**config.mk**
```make
export PLATFORM = sky130hd
export DESIGN_NAME = axi_seq_fetch_flat
export DESIGN_NICKNAME = d
export VERILOG_FILES = /design/src/rtl/sw_axi_pkg.sv /design/src/rtl/axi_seq_fetch_if.sv /design/src/rtl/seq_beat_fifo.sv /design/src/rtl/axi_seq_fetch.sv /design/src/flat_wrapper.sv
export SDC_FILE = /design/constraint.sdc
export NUM_CORES = 1
export LEC_CHECK = 0
export CAP_MARGIN = 10
export CORE_ASPECT_RATIO = 0.9
export CORE_MARGIN = 10
export CORE_UTILIZATION = 45
export CTS_CLUSTER_DIAMETER = 50
export DETAILED_ROUTE_END_ITERATION = 10
export GPL_TIMING_DRIVEN = 0
export PLACE_DENSITY = 0.73
export SYNTH_ARGS = -nofsm -noshare
export SYNTH_HDL_FRONTEND = slang
export SYNTH_HIERARCHICAL = 1
export SYNTH_SLANG_ARGS = --single-unit
```
**constraint.sdc**
```tcl
create_clock -name clk -period 13.65 [get_ports clk]
set_input_delay 2.73 -clock clk [delete_from_list [all_inputs] [get_ports clk]]
set_output_delay 2.73 -clock clk [all_outputs]
set_load 0.05 [all_outputs]
```
**src/rtl/sw_axi_pkg.sv**
```systemverilog
`default_nettype none
// ============================================================================
// Package     : sw_axi_pkg
// Description : Shared constants and FSM state type for the sequence fetcher
//               (AXI read master feeding the Smith-Waterman PE loaders).
// Contents    : BEAT_BYTES, BASES_PER_BEAT, BASE_W, AXI width constants,
//               fetch_state_e.
// Revision    : 1.0 - initial release
// ============================================================================
package sw_axi_pkg;

  localparam int BEAT_BYTES     = 32;   // bytes per 256-bit AXI beat
  localparam int BASES_PER_BEAT = 128;  // 2-bit bases per beat
  localparam int BASE_W         = 2;    // bits per nucleotide
  localparam int AXI_ADDR_W     = 33;
  localparam int AXI_DATA_W     = 256;
  localparam int AXI_ID_W       = 8;
  localparam int AXI_LEN_W      = 8;    // AXI4 burst-length field width
  localparam int SEQ_LEN_W      = 16;   // beat-count request width

  typedef enum logic [1:0] {
    ST_IDLE  = 2'd0,
    ST_FETCH = 2'd1,
    ST_DRAIN = 2'd2,
    ST_DONE  = 2'd3
  } fetch_state_e;

endpackage : sw_axi_pkg
`default_nettype wire

```
**src/rtl/axi_seq_fetch_if.sv**
```systemverilog
`default_nettype none
// ============================================================================
// Interface   : axi_seq_fetch_if
// Description : AXI AR + R channel bundle between the sequence fetcher
//               (master modport) and the DRAM read port (slave modport).
// Signals     : arready, arid, araddr, arlen, arvalid,
//               rid, rvalid, rdata, rready
// Revision    : 1.0 - initial release
// ============================================================================
interface axi_seq_fetch_if
  import sw_axi_pkg::*;
#(
  parameter int ADDR_W = AXI_ADDR_W,
  parameter int DATA_W = AXI_DATA_W,
  parameter int ID_W   = AXI_ID_W
) ();

  logic                 arready;
  logic [ID_W-1:0]      arid;
  logic [ADDR_W-1:0]    araddr;
  logic [AXI_LEN_W-1:0] arlen;
  logic                 arvalid;
  logic [ID_W-1:0]      rid;
  logic                 rvalid;
  logic [DATA_W-1:0]    rdata;
  logic                 rready;

  modport master (
    input  arready, rid, rvalid, rdata,
    output arid, araddr, arlen, arvalid, rready
  );

  modport slave (
    output arready, rid, rvalid, rdata,
    input  arid, araddr, arlen, arvalid, rready
  );

endinterface : axi_seq_fetch_if
`default_nettype wire

```
**src/rtl/seq_beat_fifo.sv**
```systemverilog
`default_nettype none
// ============================================================================
// Module      : seq_beat_fifo
// Description : Synchronous first-word-fall-through FIFO of AXI beats.
//               Status flags are registered; dout shows the head word
//               whenever empty=0.
// Ports       : clk, rst (async, active-high), push/din, pop/dout,
//               full, empty, count
// Revision    : 1.0 - initial release
// ============================================================================
module seq_beat_fifo #(
  parameter int WIDTH = 256,
  parameter int DEPTH = 4,                    // power of 2, >= 2
  parameter int CNT_W = $clog2(DEPTH) + 1
) (
  input  logic             clk,
  input  logic             rst,
  input  logic             push,
  input  logic [WIDTH-1:0] din,
  input  logic             pop,
  output logic [WIDTH-1:0] dout,
  output logic             full,
  output logic             empty,
  output logic [CNT_W-1:0] count
);

  localparam int PTR_W = $clog2(DEPTH);
  localparam logic [CNT_W-1:0] CNT_FULL = CNT_W'(DEPTH);

  logic [WIDTH-1:0] mem_q [DEPTH];
  logic [PTR_W-1:0] wr_ptr_q, rd_ptr_q;
  logic [CNT_W-1:0] count_q, count_d;
  logic             full_q, empty_q;
  logic             do_push, do_pop;

  // A push into a full FIFO is still accepted when a pop frees a slot in
  // the same cycle; a pop of an empty FIFO is meaningless and ignored.
  assign do_push = push & (~full_q | pop);
  assign do_pop  = pop & ~empty_q;
  assign count_d = count_q + CNT_W'(do_push) - CNT_W'(do_pop);

  always_ff @(posedge clk or posedge rst) begin
    if (rst) begin
      wr_ptr_q <= '0;
      rd_ptr_q <= '0;
      count_q  <= '0;
      full_q   <= 1'b0;
      empty_q  <= 1'b1;
    end else begin
      if (do_push) wr_ptr_q <= wr_ptr_q + PTR_W'(1);
      if (do_pop)  rd_ptr_q <= rd_ptr_q + PTR_W'(1);
      count_q <= count_d;
      full_q  <= (count_d == CNT_FULL);
      empty_q <= (count_d == '0);
    end
  end

  // Storage carries no reset; validity is tracked by the flags.
  always_ff @(posedge clk) begin
    if (do_push) mem_q[wr_ptr_q] <= din;
  end

  assign dout  = mem_q[rd_ptr_q];
  assign full  = full_q;
  assign empty = empty_q;
  assign count = count_q;

endmodule : seq_beat_fifo
`default_nettype wire

```
**src/rtl/axi_seq_fetch.sv**
```systemverilog
`default_nettype none
// ============================================================================
// Module      : axi_seq_fetch
// Description : AXI read master. Fetches num_beats_in single-beat bursts
//               from base_addr_in and streams the packed data out one 2-bit
//               base at a time, LSB first.
// Ports       : clk, rst (async, active-high)
//               start_in, base_addr_in, num_beats_in, busy_out, done_out
//               axi (axi_seq_fetch_if.master: AR + R channels)
//               base_out, base_valid_out, base_ready_in, err_out
// Config      : SEQ_FETCH_ID_CHECK_EN - enables in-order R-ID checking with
//               a sticky err_out; otherwise err_out is tied 0.
// Revision    : 1.0 - initial release
// ============================================================================
module axi_seq_fetch
  import sw_axi_pkg::*;
#(
  parameter int ADDR_W     = AXI_ADDR_W,
  parameter int DATA_W     = AXI_DATA_W,
  parameter int ID_W       = AXI_ID_W,
  parameter int LEN_W      = SEQ_LEN_W,
  parameter int FIFO_DEPTH = 4
) (
  input  logic               clk,
  input  logic               rst,
  input  logic               start_in,
  input  logic [ADDR_W-1:0]  base_addr_in,
  input  logic [LEN_W-1:0]   num_beats_in,
  output logic               busy_out,
  output logic               done_out,
  axi_seq_fetch_if.master    axi,
  output logic [BASE_W-1:0]  base_out,
  output logic               base_valid_out,
  input  logic               base_ready_in,
  output logic               err_out
);

  localparam int CNT_W = $clog2(FIFO_DEPTH) + 1;
  localparam int OCC_W = CNT_W + 2;
  localparam int IDX_W = $clog2(BASES_PER_BEAT);
  localparam logic [CNT_W-1:0] CNT_FULL  = CNT_W'(FIFO_DEPTH);
  localparam logic [OCC_W-1:0] OCC_LIMIT = OCC_W'(FIFO_DEPTH);
  localparam logic [IDX_W-1:0] IDX_LAST  = IDX_W'(BASES_PER_BEAT - 1);

  fetch_state_e      state_q;
  logic              busy_q, done_q;
  logic              arvalid_q;
  logic [ADDR_W-1:0] araddr_q, addr_ptr_q;
  logic [ID_W-1:0]   arid_q;
  logic [LEN_W-1:0]  num_q, issued_q;
  logic [CNT_W-1:0]  outst_q;
  logic              rready_q;
  logic [IDX_W-1:0]  idx_q;

  logic              fifo_push, fifo_pop, fifo_full, fifo_empty;
  logic [CNT_W-1:0]  fifo_count, cnt_nxt;
  logic [DATA_W-1:0] fifo_head;

  logic              ar_hs, r_hs, r_expected, base_hs;
  logic              ar_slot_free, all_issued, ar_issue, drain_done;
  logic [OCC_W-1:0]  occupancy;

  assign ar_hs   = arvalid_q & axi.arready;
  assign r_hs    = axi.rvalid & rready_q;
  // The DRAM answers in the same cycle as the AR handshake, so that AR
  // already counts as outstanding for the beat arriving with it.
  assign r_expected = (outst_q != '0) | ar_hs;
  assign fifo_push  = r_hs & r_expected & (~fifo_full | fifo_pop);
  assign base_hs    = base_valid_out & base_ready_in;
  assign fifo_pop   = base_hs & (idx_q == IDX_LAST);
  assign cnt_nxt    = fifo_count + CNT_W'(fifo_push) - CNT_W'(fifo_pop);

  // A held AR is counted as occupying a slot so that every issued request
  // is guaranteed room in the FIFO when its beat returns.
  assign occupancy    = OCC_W'(outst_q) + OCC_W'(fifo_count) + OCC_W'(arvalid_q);
  assign ar_slot_free = ~arvalid_q | axi.arready;
  assign all_issued   = (issued_q == num_q);
  assign ar_issue     = (state_q == ST_FETCH) & ~all_issued & ar_slot_free
                        & (occupancy < OCC_LIMIT);
  assign drain_done   = (outst_q == '0) &
                        (fifo_empty | ((fifo_count == CNT_W'(1)) & fifo_pop));

  always_ff @(posedge clk or posedge rst) begin
    if (rst) begin
      state_q    <= ST_IDLE;
      busy_q     <= 1'b0;
      done_q     <= 1'b0;
      arvalid_q  <= 1'b0;
      araddr_q   <= '0;
      arid_q     <= '0;
      addr_ptr_q <= '0;
      num_q      <= '0;
      issued_q   <= '0;
    end else begin
      case (state_q)
        ST_IDLE: begin
          if (start_in) begin
            num_q      <= num_beats_in;
            issued_q   <= '0;
            addr_ptr_q <= base_addr_in;
            busy_q     <= 1'b1;
            if (num_beats_in == '0) begin
              state_q <= ST_DONE;
              done_q  <= 1'b1;
            end else begin
              state_q <= ST_FETCH;
            end
          end
        end
        ST_FETCH: begin
          if (ar_hs) arvalid_q <= 1'b0;
          if (ar_issue) begin
            arvalid_q  <= 1'b1;
            araddr_q   <= addr_ptr_q;
            arid_q     <= ID_W'(issued_q);
            addr_ptr_q <= addr_ptr_q + ADDR_W'(BEAT_BYTES);
            issued_q   <= issued_q + LEN_W'(1);
          end else if (all_issued && ar_slot_free) begin
            state_q <= ST_DRAIN;
          end
        end
        ST_DRAIN: begin
          if (drain_done) begin
            state_q <= ST_DONE;
            done_q  <= 1'b1;
          end
        end
        ST_DONE: begin
          state_q <= ST_IDLE;
          busy_q  <= 1'b0;
          done_q  <= 1'b0;
        end
        default: state_q <= ST_IDLE;
      endcase
    end
  end

  // Outstanding-read tracking and registered R backpressure.
  always_ff @(posedge clk or posedge rst) begin
    if (rst) begin
      outst_q  <= '0;
      rready_q <= 1'b0;
    end else begin
      rready_q <= (cnt_nxt != CNT_FULL);
      case ({ar_hs, fifo_push})
        2'b10:   outst_q <= outst_q + CNT_W'(1);
        2'b01:   outst_q <= outst_q - CNT_W'(1);
        default: outst_q <= outst_q;
      endcase
    end
  end

  // Base index within the head word; wraps to 0 as the word is popped.
  always_ff @(posedge clk or posedge rst) begin
    if (rst) begin
      idx_q <= '0;
    end else if (base_hs) begin
      idx_q <= idx_q + IDX_W'(1);
    end
  end

  seq_beat_fifo #(
    .WIDTH (DATA_W),
    .DEPTH (FIFO_DEPTH),
    .CNT_W (CNT_W)
  ) u_fifo (
    .clk   (clk),
    .rst   (rst),
    .push  (fifo_push),
    .din   (axi.rdata),
    .pop   (fifo_pop),
    .dout  (fifo_head),
    .full  (fifo_full),
    .empty (fifo_empty),
    .count (fifo_count)
  );

`ifdef SEQ_FETCH_ID_CHECK_EN
  // Responses arrive in order, so the expected ID simply counts accepted
  // beats from the start of each fetch.
  logic [ID_W-1:0] exp_id_q;
  logic            err_q;

  always_ff @(posedge clk or posedge rst) begin
    if (rst) begin
      exp_id_q <= '0;
      err_q    <= 1'b0;
    end else begin
      if (state_q == ST_IDLE && start_in) begin
        exp_id_q <= '0;
      end else if (fifo_push) begin
        exp_id_q <= exp_id_q + ID_W'(1);
        if (axi.rid != exp_id_q) err_q <= 1'b1;
      end
    end
  end

  assign err_out = err_q;
`else
  assign err_out = 1'b0;
`endif

  assign axi.arvalid    = arvalid_q;
  assign axi.araddr     = araddr_q;
  assign axi.arid       = arid_q;
  assign axi.arlen      = '0;
  assign axi.rready     = rready_q;
  assign busy_out       = busy_q;
  assign done_out       = done_q;
  assign base_valid_out = ~fifo_empty;
  assign base_out       = fifo_empty ? '0 : fifo_head[{idx_q, 1'b0} +: BASE_W];

endmodule : axi_seq_fetch
`default_nettype wire

```
**src/flat_wrapper.sv**
```systemverilog
// flat-port wrapper written by rule: the top's interface ports become plain ports
module axi_seq_fetch_flat import sw_axi_pkg::*;
#(
  parameter int ADDR_W     = AXI_ADDR_W,
  parameter int DATA_W     = AXI_DATA_W,
  parameter int ID_W       = AXI_ID_W,
  parameter int LEN_W      = SEQ_LEN_W,
  parameter int FIFO_DEPTH = 4
)
  (clk, rst, start_in, base_addr_in, num_beats_in, busy_out, done_out, base_out, base_valid_out, base_ready_in, err_out, axi_arready, axi_rid, axi_rvalid, axi_rdata, axi_arid, axi_araddr, axi_arlen, axi_arvalid, axi_rready);
  axi_seq_fetch_if #(.ADDR_W(ADDR_W), .DATA_W(DATA_W), .ID_W(ID_W)) axi_i ();
  input  logic clk;
  input  logic rst;
  input  logic start_in;
  input  logic [ADDR_W-1:0] base_addr_in;
  input  logic [LEN_W-1:0] num_beats_in;
  output logic busy_out;
  output logic done_out;
  output logic [BASE_W-1:0] base_out;
  output logic base_valid_out;
  input  logic base_ready_in;
  output logic err_out;
  input wire logic [$bits(axi_i.arready)-1:0] axi_arready;
  input wire logic [$bits(axi_i.rid)-1:0] axi_rid;
  input wire logic [$bits(axi_i.rvalid)-1:0] axi_rvalid;
  input wire logic [$bits(axi_i.rdata)-1:0] axi_rdata;
  output wire logic [$bits(axi_i.arid)-1:0] axi_arid;
  output wire logic [$bits(axi_i.araddr)-1:0] axi_araddr;
  output wire logic [$bits(axi_i.arlen)-1:0] axi_arlen;
  output wire logic [$bits(axi_i.arvalid)-1:0] axi_arvalid;
  output wire logic [$bits(axi_i.rready)-1:0] axi_rready;
  assign axi_i.arready = axi_arready;
  assign axi_i.rid = axi_rid;
  assign axi_i.rvalid = axi_rvalid;
  assign axi_i.rdata = axi_rdata;
  assign axi_arid = axi_i.arid;
  assign axi_araddr = axi_i.araddr;
  assign axi_arlen = axi_i.arlen;
  assign axi_arvalid = axi_i.arvalid;
  assign axi_rready = axi_i.rready;
  axi_seq_fetch #(.ADDR_W(ADDR_W), .DATA_W(DATA_W), .ID_W(ID_W), .LEN_W(LEN_W), .FIFO_DEPTH(FIFO_DEPTH)) u_core (.clk(clk), .rst(rst), .start_in(start_in), .base_addr_in(base_addr_in), .num_beats_in(num_beats_in), .busy_out(busy_out), .done_out(done_out), .axi(axi_i), .base_out(base_out), .base_valid_out(base_valid_out), .base_ready_in(base_ready_in), .err_out(err_out));
endmodule
```
==> results.md, run 1 <==
* RSZ-0062 raised after global routing: no
* Critical path peak fanout at 10
* Crit path buffers/inverters at 4
* Sequential fraction of the synthesis area at 73.5%
* Total routed wirelength at 114000 um
* Setup ws final at 5.53 ns
* Worst hold path type: register to register
* Post-CTS Resized at 0
* Largest net degree at the start of global routing at 67
* Die height at between 300 and 400 um
* Nets at roughly 3000
* DRC errors left at 0
* Pwr dens at 195 nW/um2
* Commonest non-fill, non-tap cell in the layout: edfxtp_1
* Placer Congestion at 0.806
* Vias at 23700
* Clock root cell: clkbuf_16
* Min Tclk post-route at approximately 8 ns
* Worst Path Arrival at about 5.4 ns
* Most frequent cells in the layout: 1024 x edfxtp_1, 358 x clkdlybuf4s50_1, 188 x mux4_2, 135 x clkbuf_16, 130 x dfrtp_1
* Total GRT Usage at 19.7%
* FP Rows at 111
* Worst slew margin at 24.6%
* Synthesized area at 46300 um2
* Slowest stage delay, CP at 0.82 ns
* Worst reg-to-reg setup slack at 9.27 ns
* Clock skew at 0.0329 ns
* Final hold viol count at 0
* Crit share post-route at 59.5%
* Worst slew pin tran at 1.13 ns
* I/O pins at 376
* Antenna violations before repair at 46
* Remaining Overflow, GRT at 0
* Crit path capture type: primary output
* Cell family with most CP delay: buffers and inverters
* #FFs+latches synth at ~1200
* Layout cells sized above 1 at between 20% and 30%
* Postcts setup bufs at 0
* Routed Antenna Nets at 0
* Worst path cell trace: clkbuf_1 -> clkbuf_1 -> buf_2 -> mux4_1 -> mux4_2 -> a22o_1 -> a211oi_1 -> a21oi_1 -> a21oi_1 -> a22oi_1 -> clkdlybuf4s50_1
* Clk buf depth at 3
* Crit start category: register
* Max Freq at 123 MHz
* Overall die area at 116000 um2
* TritonCTS clock tree: done
* Maxcap violations at 0
* Core Region at 102000 um2
* Primary FF master, synth: edfxtp_1
* Initial Utilization at 45.4%
* Post-synth cell types at 67
* Post-synth EDFFs at 1024
* Place WS at 6.20 ns
* DP HPWL at 78100 um
* Clk Latency, worst-skew pair at 0.73 ns
* Overall power at ~11000 uW
* Count of final setup violators at 0
* Die width at 358 um
* CTS sink cnt at 1155
* Post-Synthesis Cells at between 2000 and 2500
* Slew Limit Fails at 0
* Status: complete, no violations
* Crit Path Class: register to primary output
* Post-synthesis async set-or-reset flop share at 11.3%
* Initial DRC Count at 2013
* Vias in the first global route at approximately 25000
* Leakage at approximately 0.019 uW
* Number of iterations in the first detailed-routing pass at 8
* Syn. warnings at 6
* Worst EP required at 10.92 ns
* Fillcell total at 7606
* VDD IR max at 0.000116 V
* Cts hold-fix bufs at 0
* IO buf count at approximately 360
* Area growth from synthesis to layout at 22.1%
* H-tree levels at 4
* Per-cell routed wire length at 27.5 um
* Mean Syn Cell Area at 21.3 um2
* Clock Pin Slew Worst Setup and Hold Paths at roughly 0.06 ns
* Global-route wire length before repair at 168000 um
* Vias per inst at 5.71
* Slowest-stage cell, CP: clkdlybuf4s50_1
* CTS Buf Count at approximately 130
-- kinds of logic (layout without fill, tap and decap cells) --
| kind of cell | count (synthesis) | count (layout) | share of synthesized area, % |
|---|---|---|---|
| DFF | 1155 | 1155 | 73.5 |
| muxes | 416 | 416 | 18.2 |
| and+or+nand+nor | 206 | 206 | 2.27 |
| AOI/OAI and AO/OA | 182 | 182 | 2.78 |
| buffers and inverters | 156 | 772 | 1.99 |
| xor gates and xnor gates | 32 | 32 | 0.606 |
| adders and majority gates | 22 | 22 | 0.643 |
| other | 1 | 18 | 0.00810 |
-- path summary, 6_finish.rpt --
path / start / to / depth (start not counted)
setup / recovery: u_core/u_fifo/rd_ptr_q[1] / base_out[1] / 11
hold / removal: u_core/addr_ptr_q[3] / u_core/addr_ptr_q[3] / 1
setup reg to reg: u_core/idx_q[4] / u_core/u_fifo/mem_q[3][109] / 10
hold reg to reg: u_core/addr_ptr_q[3] / u_core/addr_ptr_q[3] / 1
max in group asynchronous: rst / u_core/addr_ptr_q[31] / 3
min in group asynchronous: rst / u_core/u_fifo/rd_ptr_q[0] / 2
-- stage by stage --
step	hold slack [ns]	utilization [%]	area, um2	TNS, ns	std cells
after detailed placement	0.490	51.2	52200	0	3914
after floorplan	0.461	-	46300	0	2178
final	0.502	55.4	56500	0	4159
after CTS	0.508	55.4	56500	0	4150
after global routing	0.524	55.4	56500	0	4153
after global placement	0.479	50.6	51600	-2426.15	3892
-- worst reg2reg max path: cells and delay by family, from the launching register on --
family,cells,cell delay (ns)
buf+inv,4,1.51
simple gates,4,1.25
flops,1,0.31
compound gates,2,0.89
-- area by class of cell --
class / count / area, um2 / area share (%)
Antenna cell: 9 / 22.5 / 0.0399
Multi-Input combinational cell: 867 / 11400 / 20.1
Tap cell: 1356 / 1700 / 3.00
Sequential cell: 1155 / 34000 / 60.2
Timing Repair Buffer: 380 / 4170 / 7.38
Inverter: 34 / 133 / 0.235
Buffer: 122 / 797 / 1.41
Clock inverter: 72 / 772 / 1.37
Clock buffer: 164 / 3510 / 6.21
-- flip-flops by register name, summed over array words and instances, names as in the netlist, 2 cells and up --
name / flops
u_core/num_q: 16
u_core/idx_q: 7
u_core/addr_ptr_q: 33
u_core/u_fifo/wr_ptr_q: 2
u_core/axi.araddr: 33
u_core/u_fifo/rd_ptr_q: 2
u_core/issued_q: 16
u_core/u_fifo/count: 3
u_core/u_fifo/mem_q: 1024
u_core/state_q: 2
u_core/outst_q: 3
u_core/axi.arid: 8
-- metal layers --
| layer | GRT usage (%) | vias to the layer above | routed length (um) |
|---|---|---|---|
| met2 | 32.7 | 902 | 56900 |
| met3 | 7.13 | 244 | 10700 |
| li1 | - | 10300 | - |
| met4 | 5.28 | 76 | 2490 |
| met5 | 0 | - | 467 |
| met1 | 24.5 | 12300 | 43700 |
-- cells in the mapped netlist, drive strengths merged, types with 9 or more instances --
cell type	n	area, um2
a211oi	11	82.6
a21oi	20	104
a22oi	12	90.1
a2bb2oi	23	201
a31oi	9	56.3
buf	90	673
clkbuf	32	120
dfrtp	130	3250
edfxtp	1024	30700
ha	19	238
inv	34	128
mux2	60	676
mux2i	56	561
mux4	300	7180
nand2	52	195
nand3	24	120
nand4	12	75.1
nor2	37	139
nor2b	9	56.3
nor3	26	135
nor4	10	75.1
o21ai	35	175
o22ai	15	93.8
o31ai	12	90.1
xnor2	11	96.3
xor2	21	184
-- where the power goes --
group / total, uW / switching, uW / internal, uW
clock: 3460 / 1400 / 2050
combinational: 2830 / 1670 / 1160
sequential: 4760 / 216 / 4540
total: 11000 / 3290 / 7750
Power figures use the tool's default switching activity.
==> run 2, diff against run 1 <==
--- a/config.mk
+++ b/config.mk
@@ -12,7 +12,7 @@
 export CTS_CLUSTER_DIAMETER = 50
 export DETAILED_ROUTE_END_ITERATION = 10
 export GPL_TIMING_DRIVEN = 0
-export PLACE_DENSITY = 0.73
+export PLACE_DENSITY = 0.76
 export SYNTH_ARGS = -nofsm -noshare
 export SYNTH_HDL_FRONTEND = slang
 export SYNTH_HIERARCHICAL = 1
==> constraint.sdc (replaced) <==
create_clock -name clk -period 7.3 [get_ports clk]
set_input_delay 1.46 -clock clk [delete_from_list [all_inputs] [get_ports clk]]
set_output_delay 1.46 -clock clk [all_outputs]
set_load 0.05 [all_outputs]
==> results.md, run 2 (synthesized netlist as in run 1, its figures left out) <==
* Leakage at 0.0189 uW
* Largest net degree at the start of global routing at 80
* Clk Latency, worst-skew pair at 0.73 ns
* Initial Utilization at between 40 and 50%
* Clock skew at 0.0258 ns
* Die width at 358 um
* Crit start category: register
* Area growth from synthesis to layout at 21.8%
* H-tree levels at 4
* Fillcell total at approximately 7600
* Clk buf depth at 3
* Clock Pin Slew Worst Setup and Hold Paths at 0.06 ns
* Final core occ at a little under three fifths
* Number of iterations in the first detailed-routing pass at 5
* Total routed wirelength at approximately 120000 um
* Worst EP required at around 5.8 ns
* Overall die area at 116000 um2
* Final hold viol count at 0
* Slew Limit Fails at 0
* Postcts setup bufs at 0
* CTS sink cnt at 1155
* Cts hold-fix bufs at 0
* Die height at 324 um
* Layout cells sized above 1 at 20.2%
* Slowest stage delay, CP at 0.84 ns
* CTS Buf Count at 130
* Status: complete, no violations
* FP Rows at 111
* Worst hold path type: register to register
* Register bank with the most flops: u_core/u_fifo/mem_q
* Critical path peak fanout at 10
* Worst reg-to-reg setup slack at 2.63 ns
* Nets at 3029
* Reg2reg path depth at 9
* Worst path cell trace: clkbuf_1 -> clkbuf_1 -> buf_2 -> mux4_1 -> mux4_2 -> a22o_1 -> a211oi_1 -> a21oi_1 -> a21oi_1 -> a22oi_1 -> clkdlybuf4s50_1
* Max reg flops at 1024
* Routed Antenna Nets at 0
* Worst slew margin at 17.0%
* DRC errors left at 0
* Max Freq at 144 MHz
* Worst Path Arrival at about 5.5 ns
* DP HPWL at 77900 um
* Core Region at between 100000 and 150000 um2
* I/O pins at 376
* Placed Cells at just under 4000
* Post-CTS Resized at 0
* RSZ-0062 raised after global routing: no
* Crit path capture type: primary output
* Crit Path Class: register to primary output
* TritonCTS clock tree: done
* Remaining Overflow, GRT at 0
* Antenna violations before repair at 53
* Storage cell area at 34000 um2
* Initial DRC Count at 2183
* Vias in the first global route at about 25000
* Vias per inst at 5.78
* Crit share post-route at between 90% and 100%
* Final cell count without fillers at around 4200
* Worst slew pin tran at 1.24 ns
* Min Tclk post-route at 6.93 ns
* Area after DPL at 52200 um2
* Setup ws final at ~0.37 ns
* IO buf count at 358
* Place WS at around 1.1 ns
* Total GRT Usage at 19.8%
* Count of final setup violators at 0
* Per-cell routed wire length at 27.8 um
* Placer Congestion at 0.841
* Vias at 24100
* Pwr dens at 363 nW/um2
* Maxcap violations at 0
* Slowest-stage cell, CP: clkdlybuf4s50_1
* Clock root cell: clkbuf_16
* Commonest non-fill, non-tap cell in the layout: edfxtp_1
* Design Area, Final at 56400 um2
* VDD IR max at 0.000217 V
* Most frequent cells in the layout: 1024 x edfxtp_1, 358 x clkdlybuf4s50_1, 188 x mux4_2, 132 x clkbuf_16, 130 x dfrtp_1
* Multi-input logic area at 11400 um2
* Hold path cells at 1
* Global-route wire length before repair at 169000 um
## run 2: changes by cell type in the layout (fill, tap and decap cells not counted), sizes merged
cell      change
clkinv        +9
bufinv        -7
clkbuf        -6
clkinvlp      +4
buf           -2
diode         +2
## run 2: cell type report
class	instances	area share [%]
inverters	34	0.235
diodes	11	0.0488
multi-input cells	867	20.2
repair buffers	378	7.32
plain buffers	122	1.41
clock buffers	158	6.11
flip-flops and latches	1155	60.4
well taps	1356	3.01
clock inverters	78	1.31
## run 2: worst max-delay path: cells and delay by family, from the launching register on
family / cells / cell delay [ns]
AO/OA/AOI/OAI: 5 / 1.10
buffers and inverters: 4 / 2.43
multiplexers: 2 / 0.88
flip-flops: 1 / 0.32
## run 2: per-stage QoR
| stage | TNS [ns] | hold slack, ns | power (uW) |
|---|---|---|---|
| final | 0 | 0.496 | 20500 |
| after global routing | 0 | 0.511 | 21300 |
| after floorplan | 0 | 0.461 | 12300 |
| after detailed placement | 0 | 0.490 | 14400 |
| after global placement | -2295.68 | 0.478 | 14300 |
| after CTS | 0 | 0.505 | 20700 |
## run 2: metal layers
metal	share of wire [%]	global-route usage [%]	up-vias	wire (um)
met5	0.42	0	-	486
met4	2.4	6.62	74	2780
met3	9.2	6.64	250	10600
met2	49	32.2	975	56900
met1	39	25.0	12500	44800
li1	-	-	10300	-
## run 2: final timing paths
check / start / end
max in group asynchronous: rst / u_core/num_q[15]
hold / removal: u_core/addr_ptr_q[0] / u_core/addr_ptr_q[0]
setup / recovery: u_core/u_fifo/rd_ptr_q[1] / base_out[1]
hold reg to reg: u_core/addr_ptr_q[0] / u_core/addr_ptr_q[0]
min in group asynchronous: rst / u_core/u_fifo/rd_ptr_q[1]
setup reg to reg: u_core/idx_q[4] / u_core/u_fifo/mem_q[1][71]
## run 2: where the power goes
part | switching, uW | leakage (uW) | internal [uW] | total (uW)
clock | 2670 | 0.00201 | 3570 | 6240
combinational | 3150 | 0.00587 | 2160 | 5310
sequential | 420 | 0.0110 | 8490 | 8910
==> run 3, diff against run 2 <==
--- a/config.mk
+++ b/config.mk
@@ -7,12 +7,13 @@
 export LEC_CHECK = 0
 export CAP_MARGIN = 10
 export CORE_ASPECT_RATIO = 0.9
-export CORE_MARGIN = 10
+export CORE_MARGIN = 2
 export CORE_UTILIZATION = 45
 export CTS_CLUSTER_DIAMETER = 50
 export DETAILED_ROUTE_END_ITERATION = 10
 export GPL_TIMING_DRIVEN = 0
 export PLACE_DENSITY = 0.76
+export SETUP_SLACK_MARGIN = 0.5
 export SYNTH_ARGS = -nofsm -noshare
 export SYNTH_HDL_FRONTEND = slang
 export SYNTH_HIERARCHICAL = 1
==> constraint.sdc (replaced) <==
create_clock -name clk -period 5.8 [get_ports clk]
set_input_delay 1.16 -clock clk [delete_from_list [all_inputs] [get_ports clk]]
set_output_delay 1.16 -clock clk [all_outputs]
set_load 0.05 [all_outputs]
==> results.md, run 3 (synthesized netlist as in run 1, its figures left out) <==
* Status: complete, no violations
* Total routed wirelength at 112000 um
* CTS sink cnt at 1155
* Die width at 342 um
* Most frequent cells in the layout: 1024 x edfxtp_1, 356 x clkdlybuf4s50_1, 188 x mux4_2, 130 x dfrtp_1, 122 x clkbuf_16
* Hold path cells at 1
* Commonest non-fill, non-tap cell in the layout: edfxtp_1
* H-tree levels at 3
* Critical path peak fanout at 10
* Per-cell routed wire length at ~27 um
* Count of final setup violators at 0
* Clk Latency, worst-skew pair at 0.72 ns
* Worst hold slack at 0.504 ns
* Max reg flops at 1024
* Vias per inst at between 5 and 6
* Min Tclk post-route at 5.12 ns
* Clk buf depth at 3
* Max Freq at approximately 200 MHz
* Leakage at approximately 0.019 uW
* Largest net degree at the start of global routing at 73
* Clock root cell: clkbuf_16
* Worst slew margin at 26.9%
* DP HPWL at 75100 um
* VDD IR max at slightly below 0.0003 V
* Final core occ at 55.2%
* DRC errors left at 0
* Cell family with most CP delay: multiplexers
* Initial Utilization at 45.4%
* Final hold viol count at 0
* Setup TNS at 0 ns
* Overall die area at 105000 um2
* Crit start category: register
* Pwr dens at 454 nW/um2
* Crit Path Class: register to primary output
* I/O pins at roughly 380
* Crit path launch: u_core/u_fifo/rd_ptr_q[0]
* Number of iterations in the first detailed-routing pass at 6
* Overall power at 25500 uW
* IO buf count at 358
* Vias in the first global route at 24700
* Layout cells sized above 1 at 20.4%
* RR Endpoint: u_core/u_fifo/mem_q[2][138]
* Total GRT Usage at 21.1%
* Worst slew pin tran at 1.09 ns
* Crit path buffers/inverters at 4
* Worst EP required at 4.64 ns
* Maxcap violations at 0
* Die height at 308 um
* RSZ-0062 raised after global routing: no
* Worst reg-to-reg setup slack at 1.33 ns
* Clock skew at 0.0468 ns
* Nets at 3024
* Worst Path Arrival at 3.96 ns
* FP Rows at roughly 110
* Min-delay src: u_core/addr_ptr_q[1]
* CTS Buf Count at 119
* Min-Delay Endpoint: u_core/addr_ptr_q[1]
* Slowest stage delay, CP at 0.59 ns
* Fillcell total at 7537
* Routed Antenna Nets at 0
* Storage cell area at 34000 um2
* Area after DPL at approximately 52000 um2
* Worst r2r src: u_core/idx_q[4]
* Most frequent CP cell: buf_6
* Clock Pin Slew Worst Setup and Hold Paths at 0.06 ns
* Initial DRC Count at 2702
* Area growth from synthesis to layout at 21.6%
* Register bank with the most flops: u_core/u_fifo/mem_q
* Crit share post-route at 88.3%
* Design Area, Final at 56300 um2
* Worst hold path type: register to register
* Antenna violations before repair at 44
* Remaining Overflow, GRT at 0
* Multi-input logic area at 11400 um2
* Slew Limit Fails at 0
* Slowest-stage cell, CP: mux4_1
* Vias at 23700
* Global-route wire length before repair at 163000 um
* TritonCTS clock tree: done
* Crit path capture type: primary output
* Worst path cell trace: buf_6 -> buf_8 -> buf_6 -> mux4_1 -> mux4_2 -> a22o_1 -> a211oi_1 -> a21oi_1 -> nand2_1 -> a2bb2oi_1 -> buf_2
* Reg2reg path depth at 9
* Core Region at approximately 100000 um2
* Placer Congestion at 0.829
==> run 3: cell count changes in the layout (fill, tap and decap cells not counted), sizes merged, moves of 5 or more <==
cell / previous run / this run
clkinvlp: 9 / 4
clkbuf: 190 / 175
clkinv: 49 / 58
bufinv: 4 / 11
buf: 110 / 116
inv: 50 / 45
==> run 3: timing repair <==
action                     CTS  global route
hold buffers                 0             0
resized for setup           29             5
setup endpoints to repair    2             2
pin swaps                    1             0
buffers inserted             4             0
==> run 3: report_power, final <==
group          leakage (uW)  total, uW  internal (uW)  switching, uW
clock               0.00194       7600           4390           3210
sequential           0.0110      11200          10700            522
combinational       0.00593       6720           2760           3960
total                0.0189      25500          17800           7690
==> run 3: area by class of cell <==
type                       count  share of cell area [%]
buffer                       122                    1.52
antenna                       10                  0.0445
inverter                      34                   0.236
multi-input combinational    867                    20.3
timing repair buffer         384                    7.42
clock inverter                84                    1.45
tap                         1356                    3.01
clock buffer                 142                    5.59
sequential                  1155                    60.5
==> run 3: stage by stage <==
stage,setup slack (ns),instances
after floorplan,-0.151,2178
after global placement,-3.50,3892
after detailed placement,0.00809,3914
after CTS,0.501,4144
after global routing,0.505,4151
final,0.681,4154
==> run 3: how the worst max path moves through the flow <==
stage / to / slack, ns / cells after the start
3_5_place_dp: base_out[1] / 0.008 / 11
4_1_cts: base_out[0] / 0.50 / 11
5_1_grt: base_out[1] / 0.50 / 11
3_3_place_gp: u_core/u_fifo/mem_q[0][99] / -3.50 / 7
6_report: base_out[0] / 0.68 / 11
2_1_floorplan: u_core/u_fifo/mem_q[0][0] / -0.15 / 6
==> run 3: routing by layer <==
metal  track usage (%)  vias up  part of all wire (%)
met5                 0        -                  0.37
met4              6.63       64                   2.7
met3              6.75      248                   8.5
met2              35.1      904                    50
met1              26.6    12300                    38
li1                  -    10200                     -
